==> src/rtl/pci_txn_arbiter_if.sv <==
// rtl/pci_txn_arbiter_if.sv - requester and bridge signal bundle for pci_txn_arbiter
// slave: the arbiter's view; master: the requesters and bridge that surround it.
interface pci_txn_arbiter_if #(
  parameter int NREQ = 3
);
  logic [NREQ-1:0]    req_valid;
  logic [NREQ-1:0]    req_ready;
  logic [4*NREQ-1:0]  req_cmd;
  logic [32*NREQ-1:0] req_addr;
  logic [32*NREQ-1:0] req_wdata;
  logic [4*NREQ-1:0]  req_be_n;
  logic [NREQ-1:0]    rsp_valid;
  logic [31:0]        rsp_rdata;
  logic               rsp_err;

  logic               bus_valid;
  logic               bus_ready;
  logic [3:0]         bus_cmd;
  logic [31:0]        bus_addr;
  logic [31:0]        bus_wdata;
  logic [3:0]         bus_be_n;
  logic               bus_done;
  logic [31:0]        bus_rdata;
  logic               bus_abort;

  modport slave (
    input  req_valid, req_cmd, req_addr, req_wdata, req_be_n,
    output req_ready, rsp_valid, rsp_rdata, rsp_err,
    output bus_valid, bus_cmd, bus_addr, bus_wdata, bus_be_n,
    input  bus_ready, bus_done, bus_rdata, bus_abort
  );

  modport master (
    output req_valid, req_cmd, req_addr, req_wdata, req_be_n,
    input  req_ready, rsp_valid, rsp_rdata, rsp_err,
    input  bus_valid, bus_cmd, bus_addr, bus_wdata, bus_be_n,
    output bus_ready, bus_done, bus_rdata, bus_abort
  );
endinterface

==> src/rtl/pci_txn_arbiter.sv <==
// rtl/pci_txn_arbiter.sv - round-robin arbiter sharing one PCI host bridge among NREQ requesters
// One outstanding transaction; completion or error routed back to the granted requester.
module pci_txn_arbiter #(
  parameter int NREQ    = 3,
  parameter int TIMEOUT = 64
) (
  input  logic             clk,
  input  logic             rst_n,
  pci_txn_arbiter_if.slave ifc,
  output logic [2:0]       grant_id,
  output logic             busy
);
  localparam int          WDW      = (TIMEOUT > 2) ? $clog2(TIMEOUT) : 1;
  localparam logic [31:0] ERR_DATA = 32'hFFFF_FFFF;

  typedef enum logic [1:0] {ST_IDLE, ST_ISSUE, ST_WAIT, ST_RESP} state_t;

  state_t          state_q, state_d;
  logic [2:0]      rr_ptr_q, rr_ptr_d;
  logic [2:0]      grant_q, grant_d;
  logic [3:0]      cmd_q, cmd_d;
  logic [3:0]      be_n_q, be_n_d;
  logic [31:0]     addr_q, addr_d;
  logic [31:0]     wdata_q, wdata_d;
  logic [31:0]     rdata_q, rdata_d;
  logic            err_q, err_d;
  logic [WDW-1:0]  wdog_q, wdog_d;

  logic            pick_hit;
  logic [2:0]      pick_id;
  logic [3:0]      new_cmd;
  logic [31:0]     done_rdata;
  logic [NREQ-1:0] req_ready_c;
  logic [NREQ-1:0] rsp_valid_c;
  logic            bus_valid_c;

  function automatic logic is_reserved(input logic [3:0] c);
    return (c == 4'b0100) || (c == 4'b0101) || (c == 4'b1000) || (c == 4'b1001);
  endfunction

  // Walk downward so the nearest requester after rr_ptr wins the last assignment.
  always_comb begin
    pick_hit = 1'b0;
    pick_id  = '0;
    for (int off = NREQ; off >= 1; off--) begin
      if (ifc.req_valid[(int'(rr_ptr_q) + off) % NREQ]) begin
        pick_hit = 1'b1;
        pick_id  = 3'((int'(rr_ptr_q) + off) % NREQ);
      end
    end
  end

  assign new_cmd    = ifc.req_cmd[4*int'(pick_id) +: 4];
  assign done_rdata = (cmd_q[0] && !ifc.bus_abort) ? 32'h0 : ifc.bus_rdata;

  always_comb begin
    state_d     = state_q;
    rr_ptr_d    = rr_ptr_q;
    grant_d     = grant_q;
    cmd_d       = cmd_q;
    be_n_d      = be_n_q;
    addr_d      = addr_q;
    wdata_d     = wdata_q;
    rdata_d     = rdata_q;
    err_d       = err_q;
    wdog_d      = wdog_q;
    req_ready_c = '0;
    rsp_valid_c = '0;
    bus_valid_c = 1'b0;

    case (state_q)
      ST_IDLE: begin
        if (pick_hit) begin
          for (int i = 0; i < NREQ; i++) req_ready_c[i] = (pick_id == 3'(i));
          grant_d = pick_id;
          cmd_d   = new_cmd;
          addr_d  = ifc.req_addr[32*int'(pick_id) +: 32];
          wdata_d = ifc.req_wdata[32*int'(pick_id) +: 32];
          be_n_d  = ifc.req_be_n[4*int'(pick_id) +: 4];
          if (is_reserved(new_cmd)) begin
            rdata_d = ERR_DATA;
            err_d   = 1'b1;
            state_d = ST_RESP;
          end else begin
            state_d = ST_ISSUE;
          end
        end
      end
      ST_ISSUE: begin
        bus_valid_c = 1'b1;
        if (ifc.bus_ready) begin
          if (ifc.bus_done) begin
            rdata_d = done_rdata;
            err_d   = ifc.bus_abort;
            state_d = ST_RESP;
          end else begin
            wdog_d  = '0;
            state_d = ST_WAIT;
          end
        end
      end
      ST_WAIT: begin
        if (ifc.bus_done) begin
          rdata_d = done_rdata;
          err_d   = ifc.bus_abort;
          state_d = ST_RESP;
        end else if (wdog_q == WDW'(TIMEOUT - 1)) begin
          rdata_d = ERR_DATA;
          err_d   = 1'b1;
          state_d = ST_RESP;
        end else begin
          wdog_d = wdog_q + WDW'(1);
        end
      end
      ST_RESP: begin
        for (int i = 0; i < NREQ; i++) rsp_valid_c[i] = (grant_q == 3'(i));
        rr_ptr_d = grant_q;
        state_d  = ST_IDLE;
      end
      default: state_d = ST_IDLE;
    endcase
  end

  always_ff @(posedge clk or negedge rst_n) begin
    if (!rst_n) begin
      state_q  <= ST_IDLE;
      rr_ptr_q <= 3'(NREQ - 1);
      grant_q  <= '0;
      cmd_q    <= '0;
      be_n_q   <= 4'hF;
      addr_q   <= '0;
      wdata_q  <= '0;
      rdata_q  <= '0;
      err_q    <= 1'b0;
      wdog_q   <= '0;
    end else begin
      state_q  <= state_d;
      rr_ptr_q <= rr_ptr_d;
      grant_q  <= grant_d;
      cmd_q    <= cmd_d;
      be_n_q   <= be_n_d;
      addr_q   <= addr_d;
      wdata_q  <= wdata_d;
      rdata_q  <= rdata_d;
      err_q    <= err_d;
      wdog_q   <= wdog_d;
    end
  end

  // Payload registers drive the bridge directly so bus_* stay stable while bus_valid waits.
  assign ifc.req_ready = req_ready_c;
  assign ifc.rsp_valid = rsp_valid_c;
  assign ifc.rsp_rdata = rdata_q;
  assign ifc.rsp_err   = err_q;
  assign ifc.bus_valid = bus_valid_c;
  assign ifc.bus_cmd   = cmd_q;
  assign ifc.bus_addr  = addr_q;
  assign ifc.bus_wdata = wdata_q;
  assign ifc.bus_be_n  = be_n_q;
  assign grant_id      = grant_q;
  assign busy          = (state_q != ST_IDLE);
endmodule

==> src/flat_wrapper.sv <==
// flat-port wrapper written by rule: the top's interface ports become plain ports
module pci_txn_arbiter_flat 
#(
  parameter int NREQ    = 3,
  parameter int TIMEOUT = 64
)
  (clk, rst_n, grant_id, busy, ifc_req_valid, ifc_req_cmd, ifc_req_addr, ifc_req_wdata, ifc_req_be_n, ifc_req_ready, ifc_rsp_valid, ifc_rsp_rdata, ifc_rsp_err, ifc_bus_valid, ifc_bus_cmd, ifc_bus_addr, ifc_bus_wdata, ifc_bus_be_n, ifc_bus_ready, ifc_bus_done, ifc_bus_rdata, ifc_bus_abort);
  pci_txn_arbiter_if #(.NREQ(NREQ)) ifc_i ();
  input  logic clk;
  input  logic rst_n;
  output logic [2:0] grant_id;
  output logic busy;
  input wire logic [$bits(ifc_i.req_valid)-1:0] ifc_req_valid;
  input wire logic [$bits(ifc_i.req_cmd)-1:0] ifc_req_cmd;
  input wire logic [$bits(ifc_i.req_addr)-1:0] ifc_req_addr;
  input wire logic [$bits(ifc_i.req_wdata)-1:0] ifc_req_wdata;
  input wire logic [$bits(ifc_i.req_be_n)-1:0] ifc_req_be_n;
  output wire logic [$bits(ifc_i.req_ready)-1:0] ifc_req_ready;
  output wire logic [$bits(ifc_i.rsp_valid)-1:0] ifc_rsp_valid;
  output wire logic [$bits(ifc_i.rsp_rdata)-1:0] ifc_rsp_rdata;
  output wire logic [$bits(ifc_i.rsp_err)-1:0] ifc_rsp_err;
  output wire logic [$bits(ifc_i.bus_valid)-1:0] ifc_bus_valid;
  output wire logic [$bits(ifc_i.bus_cmd)-1:0] ifc_bus_cmd;
  output wire logic [$bits(ifc_i.bus_addr)-1:0] ifc_bus_addr;
  output wire logic [$bits(ifc_i.bus_wdata)-1:0] ifc_bus_wdata;
  output wire logic [$bits(ifc_i.bus_be_n)-1:0] ifc_bus_be_n;
  input wire logic [$bits(ifc_i.bus_ready)-1:0] ifc_bus_ready;
  input wire logic [$bits(ifc_i.bus_done)-1:0] ifc_bus_done;
  input wire logic [$bits(ifc_i.bus_rdata)-1:0] ifc_bus_rdata;
  input wire logic [$bits(ifc_i.bus_abort)-1:0] ifc_bus_abort;
  assign ifc_i.req_valid = ifc_req_valid;
  assign ifc_i.req_cmd = ifc_req_cmd;
  assign ifc_i.req_addr = ifc_req_addr;
  assign ifc_i.req_wdata = ifc_req_wdata;
  assign ifc_i.req_be_n = ifc_req_be_n;
  assign ifc_req_ready = ifc_i.req_ready;
  assign ifc_rsp_valid = ifc_i.rsp_valid;
  assign ifc_rsp_rdata = ifc_i.rsp_rdata;
  assign ifc_rsp_err = ifc_i.rsp_err;
  assign ifc_bus_valid = ifc_i.bus_valid;
  assign ifc_bus_cmd = ifc_i.bus_cmd;
  assign ifc_bus_addr = ifc_i.bus_addr;
  assign ifc_bus_wdata = ifc_i.bus_wdata;
  assign ifc_bus_be_n = ifc_i.bus_be_n;
  assign ifc_i.bus_ready = ifc_bus_ready;
  assign ifc_i.bus_done = ifc_bus_done;
  assign ifc_i.bus_rdata = ifc_bus_rdata;
  assign ifc_i.bus_abort = ifc_bus_abort;
  pci_txn_arbiter #(.NREQ(NREQ), .TIMEOUT(TIMEOUT)) u_core (.clk(clk), .rst_n(rst_n), .ifc(ifc_i), .grant_id(grant_id), .busy(busy));
endmodule
==> config.mk <==
export PLATFORM = sky130hd
export DESIGN_NAME = pci_txn_arbiter_flat
export DESIGN_NICKNAME = d
export VERILOG_FILES = /design/src/rtl/pci_txn_arbiter_if.sv /design/src/rtl/pci_txn_arbiter.sv /design/src/flat_wrapper.sv
export SDC_FILE = /design/constraint.sdc
export NUM_CORES = 1
export LEC_CHECK = 0
export CORE_ASPECT_RATIO = 0.5
export CORE_MARGIN = 10
export CORE_UTILIZATION = 44
export CTS_BUF_LIST = sky130_fd_sc_hd__clkbuf_8
export CTS_CLUSTER_SIZE = 40
export DETAILED_ROUTE_END_ITERATION = 8
export HOLD_SLACK_MARGIN = 0.02
export PLACE_DENSITY_LB_ADDON = 0.2
export SYNTH_ARGS = -nofsm -noshare
export SYNTH_HDL_FRONTEND = slang
export SYNTH_SLANG_ARGS = --single-unit
==> constraint.sdc <==
create_clock -name clk -period 8.38 [get_ports clk]
set_input_delay 1.257 -clock clk [delete_from_list [all_inputs] [get_ports clk]]
set_output_delay 1.257 -clock clk [all_outputs]
set_load 0.1 [all_outputs]
==> qor_table.md, run 1 <==
| Quantity | This run |
| --- | --- |
| Run status | complete, no violations |
| Unrepaired setup endpoints after global routing | no |
| Achievable clock frequency | 0.130 GHz |
| Violation count after the first detailed-routing iteration | 422 |
| Clock Root Buffer | sky130_fd_sc_hd__clkbuf_8 |
| FFs w/ async S/R, synth | 100% |
| Clock tree from TritonCTS | done |
| XOR/XNOR share of the synthesized area | 0.991% |
| Worst Path Required | 7.12 ns |
| Insertion delay to the later sink of the worst-skew pair | 0.42 ns |
| Final-stage net count | 1354 |
| Share of the synthesized area in compound gates (AO/OA/AOI/OAI) | 27.0% |
| Relative slew margins | 16.5% |
| Filler cell count in the final layout | 1215 |
| Post-synth top area share | 41.1% |
| Count of different cell masters after synthesis | 71 |
| Setup-failing EPs final | 0 |
| Synth-to-Final Area Change | 60.5% |
| Core area | 15500 um2 |
| Final antenna diode count | 0 |
| Primary FF master, synth | sky130_fd_sc_hd__dfrtp_1 |
| Detail Route met2 WL | 15000 um |
| WL met3 | 1910 um |
| Reg2Reg Setup Slack | 2.28 ns |
| Adder-cell share of the synthesized area | 4.68% |
| Setup CP Type | flop to output pin |
| Post-route DRC | 0 |
| Total wire length after detailed routing | 27500 um |
| Total track usage | 24.2% |
| Total I/O pin count | 372 |
| Post-Synth Simple-Gate Area | 11.2% |
| Library cell with the highest instance count after synthesis | sky130_fd_sc_hd__dfrtp_1 |
| PostCTS Resize Cnt | 0 |
| Number of vias after detailed routing | 6994 |
| Post-route ant nets | 0 |
| Clk buf depth | 2 |
| Largest family of logic cells by synthesized area | compound AO/OA/AOI/OAI gates |
| Port Buffers | 371 |
| Clock sink count | 119 |
| Worst setup skew after layout | 0.0140 ns |
| Final period util | 91.6% |
| First element of the critical path | u_core.rr_ptr_q[0]$_DFFE_PN0P_ |
| Largest net degree at the start of global routing | 76 |
| Die area | 21500 um2 |
| Number of standard-cell rows in the floorplan | 32 |
| Wire length on met1 | 10200 um |
| Final max-slew violation count | 0 |
| Chip height | 109 um |
| Startpoint type of the worst setup path | flop |
| Max incr delay on CP | 0.94 ns |
| Transition time of the tightest slew-check pin | 1.25 ns |
| Initial antenna violation count | 3 |
| Fraction of synthesized area in multiplexers | 6.67% |
| Starting density of the core | 44.9% |
| Placer Congestion | 0.925 |
| Clock Pin Slew Worst Setup and Hold Paths | 0.09 ns |
| Min-delay src | u_core.ifc.bus_addr[3]$_DFFE_PN0P_ |
| Wire per inst | 21.3 um |
| Syn Inst Count | 719 |
| Slowest-stage cell, CP | sky130_fd_sc_hd__nor2b_4 |
| Worst path bufs/invs | 2 |
| Maximum level of the CTS H-tree | 4 |
| Part of the Yosys area used for sequential elements | 43.0% |
| Category of cells accounting for the largest share of critical-path delay | simple AND/OR/NAND/NOR gates |
| Number of buffers added for setup after CTS | 0 |
| Synthesized net count | 1001 |
| Maximum fanout along the worst path | 53 |
| Wire length of the first global-routing pass | 41300 um |
| Critical Path Sink Type | output pin |
| Initial DRT Pass Iterations | 5 |
| Max_cap viols | 0 |
| Ys Warns | 0 |
| CTS Buf Count | 17 |
| Total count of hold-check failures in the final report | 0 |
| Cells taking the most area after synthesis | sky130_fd_sc_hd__dfrtp_1, sky130_fd_sc_hd__a22oi_1, sky130_fd_sc_hd__mux2i_1, sky130_fd_sc_hd__nand2_1, sky130_fd_sc_hd__ha_1 |
| HPWL after detailed placement | 21300 um |
| HP Class | flop to flop |
| Hold-fix buffers, CTS | 0 |
| Commonest cells in the synthesized netlist | sky130_fd_sc_hd__dfrtp_1, sky130_fd_sc_hd__a22oi_1, sky130_fd_sc_hd__nand2_1 |
| Register bit count reported by yosys | 119 |
| Period minus WS final | 7.67 ns |
| Most used cell along the critical path | sky130_fd_sc_hd__ha_1 |
| Sum of negative setup slack | 0 ns |
| Total global routing overflow | 0 |
| Uppermost layer routed | met5 |
| Combined area of all synthesized cells | 6950 um2 |
| Fraction of layout cells with a size suffix above 1 | 7.37% |
| Post-Syn Area per Cell | 9.66 um2 |
| CP cell instances | inv_1 -> ha_1 -> xnor2_1 -> and2_4 -> ha_1 -> ha_1 -> o21ba_1 -> nand3_1 -> nand2_1 -> ha_1 -> a221o_1 -> o2111a_1 -> or2_1 -> nor4_2 -> o31ai_1 -> or2_1 -> nor2b_4 -> buf_4 |
| Number of global-route vias before repair | 7302 |
| Launching point of the worst reg2reg path | u_core.rr_ptr_q[0]$_DFFE_PN0P_ |
| Dominant cell type by area after synthesis | sky130_fd_sc_hd__dfrtp_1 |
| Vias per cell | 5.43 |
| Arrival time reported for the critical path endpoint | 6.42 ns |
| Horizontal die dimension | 198 um |
| EDFF count, synth | 0 |
-- area by class of cell --
| type | instances | area (um2) | share of cell area, % |
|---|---|---|---|
| clock buffers | 17 | 234 | 2.10 |
| multi-input cells | 501 | 3530 | 31.7 |
| flip-flops and latches | 119 | 2980 | 26.8 |
| well taps | 204 | 255 | 2.29 |
| inverters | 54 | 203 | 1.82 |
| clock inverters | 15 | 181 | 1.63 |
| repair buffers | 379 | 3760 | 33.8 |
-- flip-flops by register name, summed over array words and instances, names as in the netlist --
signal / count
u_core.grant_id: 3
u_core.ifc.rsp_err: 1
u_core.ifc.bus_be_n: 4
u_core.ifc.bus_cmd: 4
u_core.state_q: 2
u_core.ifc.bus_wdata: 32
u_core.ifc.bus_addr: 32
u_core.rr_ptr_q: 3
u_core.ifc.rsp_rdata: 32
u_core.wdog_q: 6
-- worst reg2reg max path: stages (launching register included) --
cell                        delay [ns]
sky130_fd_sc_hd__dfrtp_1          0.75
sky130_fd_sc_hd__ha_1             0.34
sky130_fd_sc_hd__xnor2_1          0.18
sky130_fd_sc_hd__nor2_1           0.07
sky130_fd_sc_hd__ha_1             0.22
sky130_fd_sc_hd__ha_1             0.27
sky130_fd_sc_hd__inv_1            0.12
sky130_fd_sc_hd__o22ai_1          0.09
sky130_fd_sc_hd__a211oi_2         0.29
sky130_fd_sc_hd__ha_1             0.28
sky130_fd_sc_hd__nor4bb_1         0.08
sky130_fd_sc_hd__mux2_2           0.31
sky130_fd_sc_hd__a22o_1           0.27
sky130_fd_sc_hd__a21boi_2         0.19
sky130_fd_sc_hd__nor2_1           0.23
sky130_fd_sc_hd__o21a_1           0.19
sky130_fd_sc_hd__buf_4            0.30
sky130_fd_sc_hd__a21oi_2          0.25
sky130_fd_sc_hd__a2111oi_4        0.44
sky130_fd_sc_hd__o21ai_2          0.14
sky130_fd_sc_hd__a21oi_4          0.16
sky130_fd_sc_hd__buf_4            0.48
sky130_fd_sc_hd__mux2_4           0.36
-- layout by cell type, fill, tap and decap left out, types with 21 or more instances in the layout --
| cell type | netlist | routed |
|---|---|---|
| sky130_fd_sc_hd__a22oi_1 | 104 | 104 |
| sky130_fd_sc_hd__dfrtp_1 | 114 | 114 |
| sky130_fd_sc_hd__inv_1 | 53 | 55 |
| sky130_fd_sc_hd__nor2_1 | 22 | 21 |
| sky130_fd_sc_hd__mux2i_1 | 38 | 38 |
| sky130_fd_sc_hd__o21ai_0 | 30 | 30 |
| sky130_fd_sc_hd__clkdlybuf4s50_1 | 0 | 367 |
| sky130_fd_sc_hd__a21oi_1 | 54 | 52 |
| sky130_fd_sc_hd__nand2_1 | 91 | 91 |
| sky130_fd_sc_hd__ha_1 | 26 | 26 |
-- per-stage QoR --
stage                     std cells  utilization (%)  hold WS [ns]  cell area (um2)  worst slack, ns
after floorplan                 719                -         0.477             6950             2.28
after global placement         1257             69.5         0.464            10700             1.51
after detailed placement       1257             69.5         0.469            10700             1.23
after CTS                      1289             72.2         0.485            11200            0.710
after global routing           1289             72.2         0.512            11200            0.235
final                          1289             72.2         0.483            11200            0.707
-- cells by family after synthesis --
logic type	Yosys count
and+or+nand+nor	162
buffers and inverters	99
DFF	119
adders and majority gates	26
AOI/OAI and AO/OA	261
xor gates and xnor gates	7
muxes	45
-- final timing paths --
kind                       cells after the start                                   to
max                                           18                     ifc_req_ready[2]
min                                            2   u_core.ifc.bus_addr[3]$_DFFE_PN0P_
max reg2reg                                   22       u_core.ifc.rsp_err$_DFFE_PN0P_
min reg2reg                                    2   u_core.ifc.bus_addr[3]$_DFFE_PN0P_
max in group asynchronous                      2  u_core.ifc.bus_addr[10]$_DFFE_PN0P_
min in group asynchronous                      1         u_core.wdog_q[1]$_DFFE_PN0P_
-- metal layers --
metal  up-vias  global-route usage [%]
met3        27                    7.04
li1       3325                       -
met1      3413                    26.4
met4         6                    4.96
met2       223                    46.2
met5         -                       0
Power of run 1 is not shown: default switching activity piles up to over one toggle a cycle in this logic, so the estimate is an artifact.
==> inputs of run 2 (changes only) <==
CORE_UTILIZATION = 55   (was 44)
DONT_BUFFER_PORTS = 1   (was not set)
==> run 2 against run 1 <==
Cell area shrank 32%. Critical path depth fell by 1. Via count fell by 18%. Global-route usage grew 0.19 points. Worst setup slack better by 0.23 ns. Critical endpoint unchanged. Largest cell class is now multi-input combinational cells.
==> qor_table.md, run 2 (same netlist as run 1, synthesis figures left out) <==
| Quantity | This run | Change |
| --- | --- | --- |
| Run status | complete, no violations |  |
| Maximum level of the CTS H-tree | 4 | unchanged |
| Number of global-route vias before repair | 5812 | -20% |
| Post-route DRC | 0 | unchanged |
| Most common cell after layout, fill and taps aside | sky130_fd_sc_hd__dfrtp_1 |  |
| Clock tree from TritonCTS | done |  |
| Number of buffers added for setup after CTS | 0 | unchanged |
| Total count of hold-check failures in the final report | 0 | unchanged |
| Horizontal die dimension | 179 um | -9.5% |
| Setup-failing EPs final | 0 | unchanged |
| Sum of negative setup slack | 0 ns | unchanged |
| Worst Path Required | 7.12 ns | about the same |
| Period minus WS final | 7.45 ns | -0.226 ns |
| Multi-input gate area in the final layout | 3540 um2 | +0.35% |
| Fraction of layout cells with a size suffix above 1 | 11.4% | +4.0 points |
| Sequential cell area | 2980 um2 | unchanged |
| Startpoint type of the worst setup path | flop |  |
| Wire length of the first global-routing pass | 34500 um | -16% |
| Final std cell area, no fill | 7550 um2 | -32% |
| Clk buf depth | 2 | unchanged |
| Insertion delay to the later sink of the worst-skew pair | 0.43 ns | about the same |
| Critical Path Sink Type | output pin |  |
| Total global routing overflow | 0 | unchanged |
| PostCTS Resize Cnt | 0 | unchanged |
| Achievable clock frequency | 0.134 GHz | +3.0% |
| Transition time of the tightest slew-check pin | 1.15 ns | -0.101 ns |
| Worst setup skew after layout | 0.0165 ns | +0.00250 ns |
| Largest net degree at the start of global routing | 120 | +58% |
| Relative slew margins | 23.0% | +6.5 points |
| Port Buffers | 0 | -100% |
| Post-route ant nets | 0 | unchanged |
| Chip height | 99.5 um | -8.6% |
| Initial DRT Pass Iterations | 6 | +1 |
| Max_cap viols | 0 | unchanged |
| Number of standard-cell rows in the floorplan | 28 | -13% |
| Violation count after the first detailed-routing iteration | 450 | +6.6% |
| Vias per cell | 6.50 | +20% |
| Total I/O pin count | 372 | unchanged |
| Highest-count cells in the layout ignoring fill and taps | sky130_fd_sc_hd__dfrtp_1, sky130_fd_sc_hd__a22oi_1, sky130_fd_sc_hd__nand2_1 |  |
| HP Class | input pin to async pin |  |
| Die area | 17800 um2 | -17% |
| Clock Root Buffer | sky130_fd_sc_hd__clkbuf_8 |  |
| Total track usage | 24.4% | +0.19 points |
| Number of vias after detailed routing | 5749 | -18% |
| HPWL after detailed placement | 17800 um | -16% |
| Final period util | 88.9% | -2.7 points |
| Instance area at placement | 7110 um2 | -34% |
| Unrepaired setup endpoints after global routing | no |  |
| Wire per inst | 25.8 um | +21% |
| Setup CP Type | flop to output pin |  |
| Arrival time reported for the critical path endpoint | 6.19 ns | -0.23 ns |
| Placer Congestion | 0.946 | +2.3% |
| Final-stage net count | 988 | -27% |
| Final max-slew violation count | 0 | unchanged |
| Filler cell count in the final layout | 1008 | -17% |
| Clock sink count | 119 | unchanged |
| Initial antenna violation count | 0 | -3 |
| Hold-fix buffers, CTS | 0 | unchanged |
| Final antenna diode count | 0 | unchanged |
| Total wire length after detailed routing | 22800 um | -17% |
| CTS Buf Count | 17 | unchanged |
| Core area | 12100 um2 | -22% |
| Synth-to-Final Area Change | 8.72% |  |
| Starting density of the core | 57.5% | +13 points |
| Clock Pin Slew Worst Setup and Hold Paths | 0.08 ns | about the same |
| Maximum fanout along the worst path | 25 | -53% |
==> run 2: changes by cell type in the layout (fill, tap and decap cells not counted), moves of 2 or more <==
cell	delta
sky130_fd_sc_hd__clkdlybuf4s50_1	-367
sky130_fd_sc_hd__buf_16	+3
sky130_fd_sc_hd__buf_4	-3
sky130_fd_sc_hd__clkinv_4	-3
sky130_fd_sc_hd__clkbuf_8	+2
sky130_fd_sc_hd__clkinv_2	+2
sky130_fd_sc_hd__nor4b_1	-2
sky130_fd_sc_hd__nor4b_2	+2
==> run 2: critical path, cell delays in order (launching register included) <==
cell and delay [ns]:
sky130_fd_sc_hd__dfrtp_1 0.74, sky130_fd_sc_hd__inv_1 0.18, sky130_fd_sc_hd__ha_1 0.25, sky130_fd_sc_hd__xnor2_1 0.37
sky130_fd_sc_hd__and2_4 0.24, sky130_fd_sc_hd__ha_1 0.19, sky130_fd_sc_hd__ha_1 0.22, sky130_fd_sc_hd__o21ba_1 0.20
sky130_fd_sc_hd__nand3_1 0.13, sky130_fd_sc_hd__nand2_1 0.09, sky130_fd_sc_hd__ha_1 0.20, sky130_fd_sc_hd__a221o_1 0.32
sky130_fd_sc_hd__o2111a_1 0.26, sky130_fd_sc_hd__or2_1 0.25, sky130_fd_sc_hd__nor4_2 0.27, sky130_fd_sc_hd__o31ai_1 0.21
sky130_fd_sc_hd__or2_1 0.60, sky130_fd_sc_hd__nor2b_4 1.01
==> run 2: metal layers <==
layer / GRT usage (%) / vias up / share of wire (%)
met5: 0 / - / 0
met4: 7.83 / 0 / 1.8
met3: 7.96 / 30 / 9.5
met2: 42.3 / 267 / 51
met1: 28.0 / 2844 / 37
li1: - / 2608 / -
==> run 2: per-stage QoR <==
| step | worst slack (ns) | util (%) | std cells | hold WS [ns] |
|---|---|---|---|---|
| 4_1_cts | 0.926 | 62.5 | 884 | 0.503 |
| 5_1_grt | 0.523 | 62.5 | 884 | 0.481 |
| 3_5_place_dp | 1.41 | 58.8 | 852 | 0.521 |
| 6_report | 0.933 | 62.5 | 884 | 0.526 |
| 3_3_place_gp | 1.68 | 58.8 | 852 | 0.502 |
| 2_1_floorplan | 2.28 | - | 719 | 0.477 |
==> run 2: final timing paths <==
kind,from,end,slack (ns),cells after the start
worst max-delay path,u_core.rr_ptr_q[0]$_DFFE_PN0P_,ifc_req_ready[2],0.93,17
worst min-delay path,rst_n,u_core.ifc.rsp_rdata[1]$_DFFE_PN0P_,0.53,0
worst max register to register,u_core.rr_ptr_q[0]$_DFFE_PN0P_,u_core.ifc.bus_addr[20]$_DFFE_PN0P_,1.73,20
worst min register to register,u_core.wdog_q[0]$_DFFE_PN0P_,u_core.wdog_q[0]$_DFFE_PN0P_,0.53,1
max in group asynchronous,rst_n,u_core.ifc.bus_be_n[0]$_DFFE_PN1P_,7.57,0
min in group clk,u_core.wdog_q[0]$_DFFE_PN0P_,u_core.wdog_q[0]$_DFFE_PN0P_,0.53,1
==> run 2: cell type report <==
cell class / instances / share of cell area (%)
Clock buffer: 19 / 3.46
Clock inverter: 13 / 2.37
Tap cell: 165 / 2.73
Sequential cell: 119 / 39.5
Inverter: 54 / 2.68
Multi-Input combinational cell: 501 / 46.9
Timing Repair Buffer: 13 / 2.32
Power of run 2 is left out for the same reason.
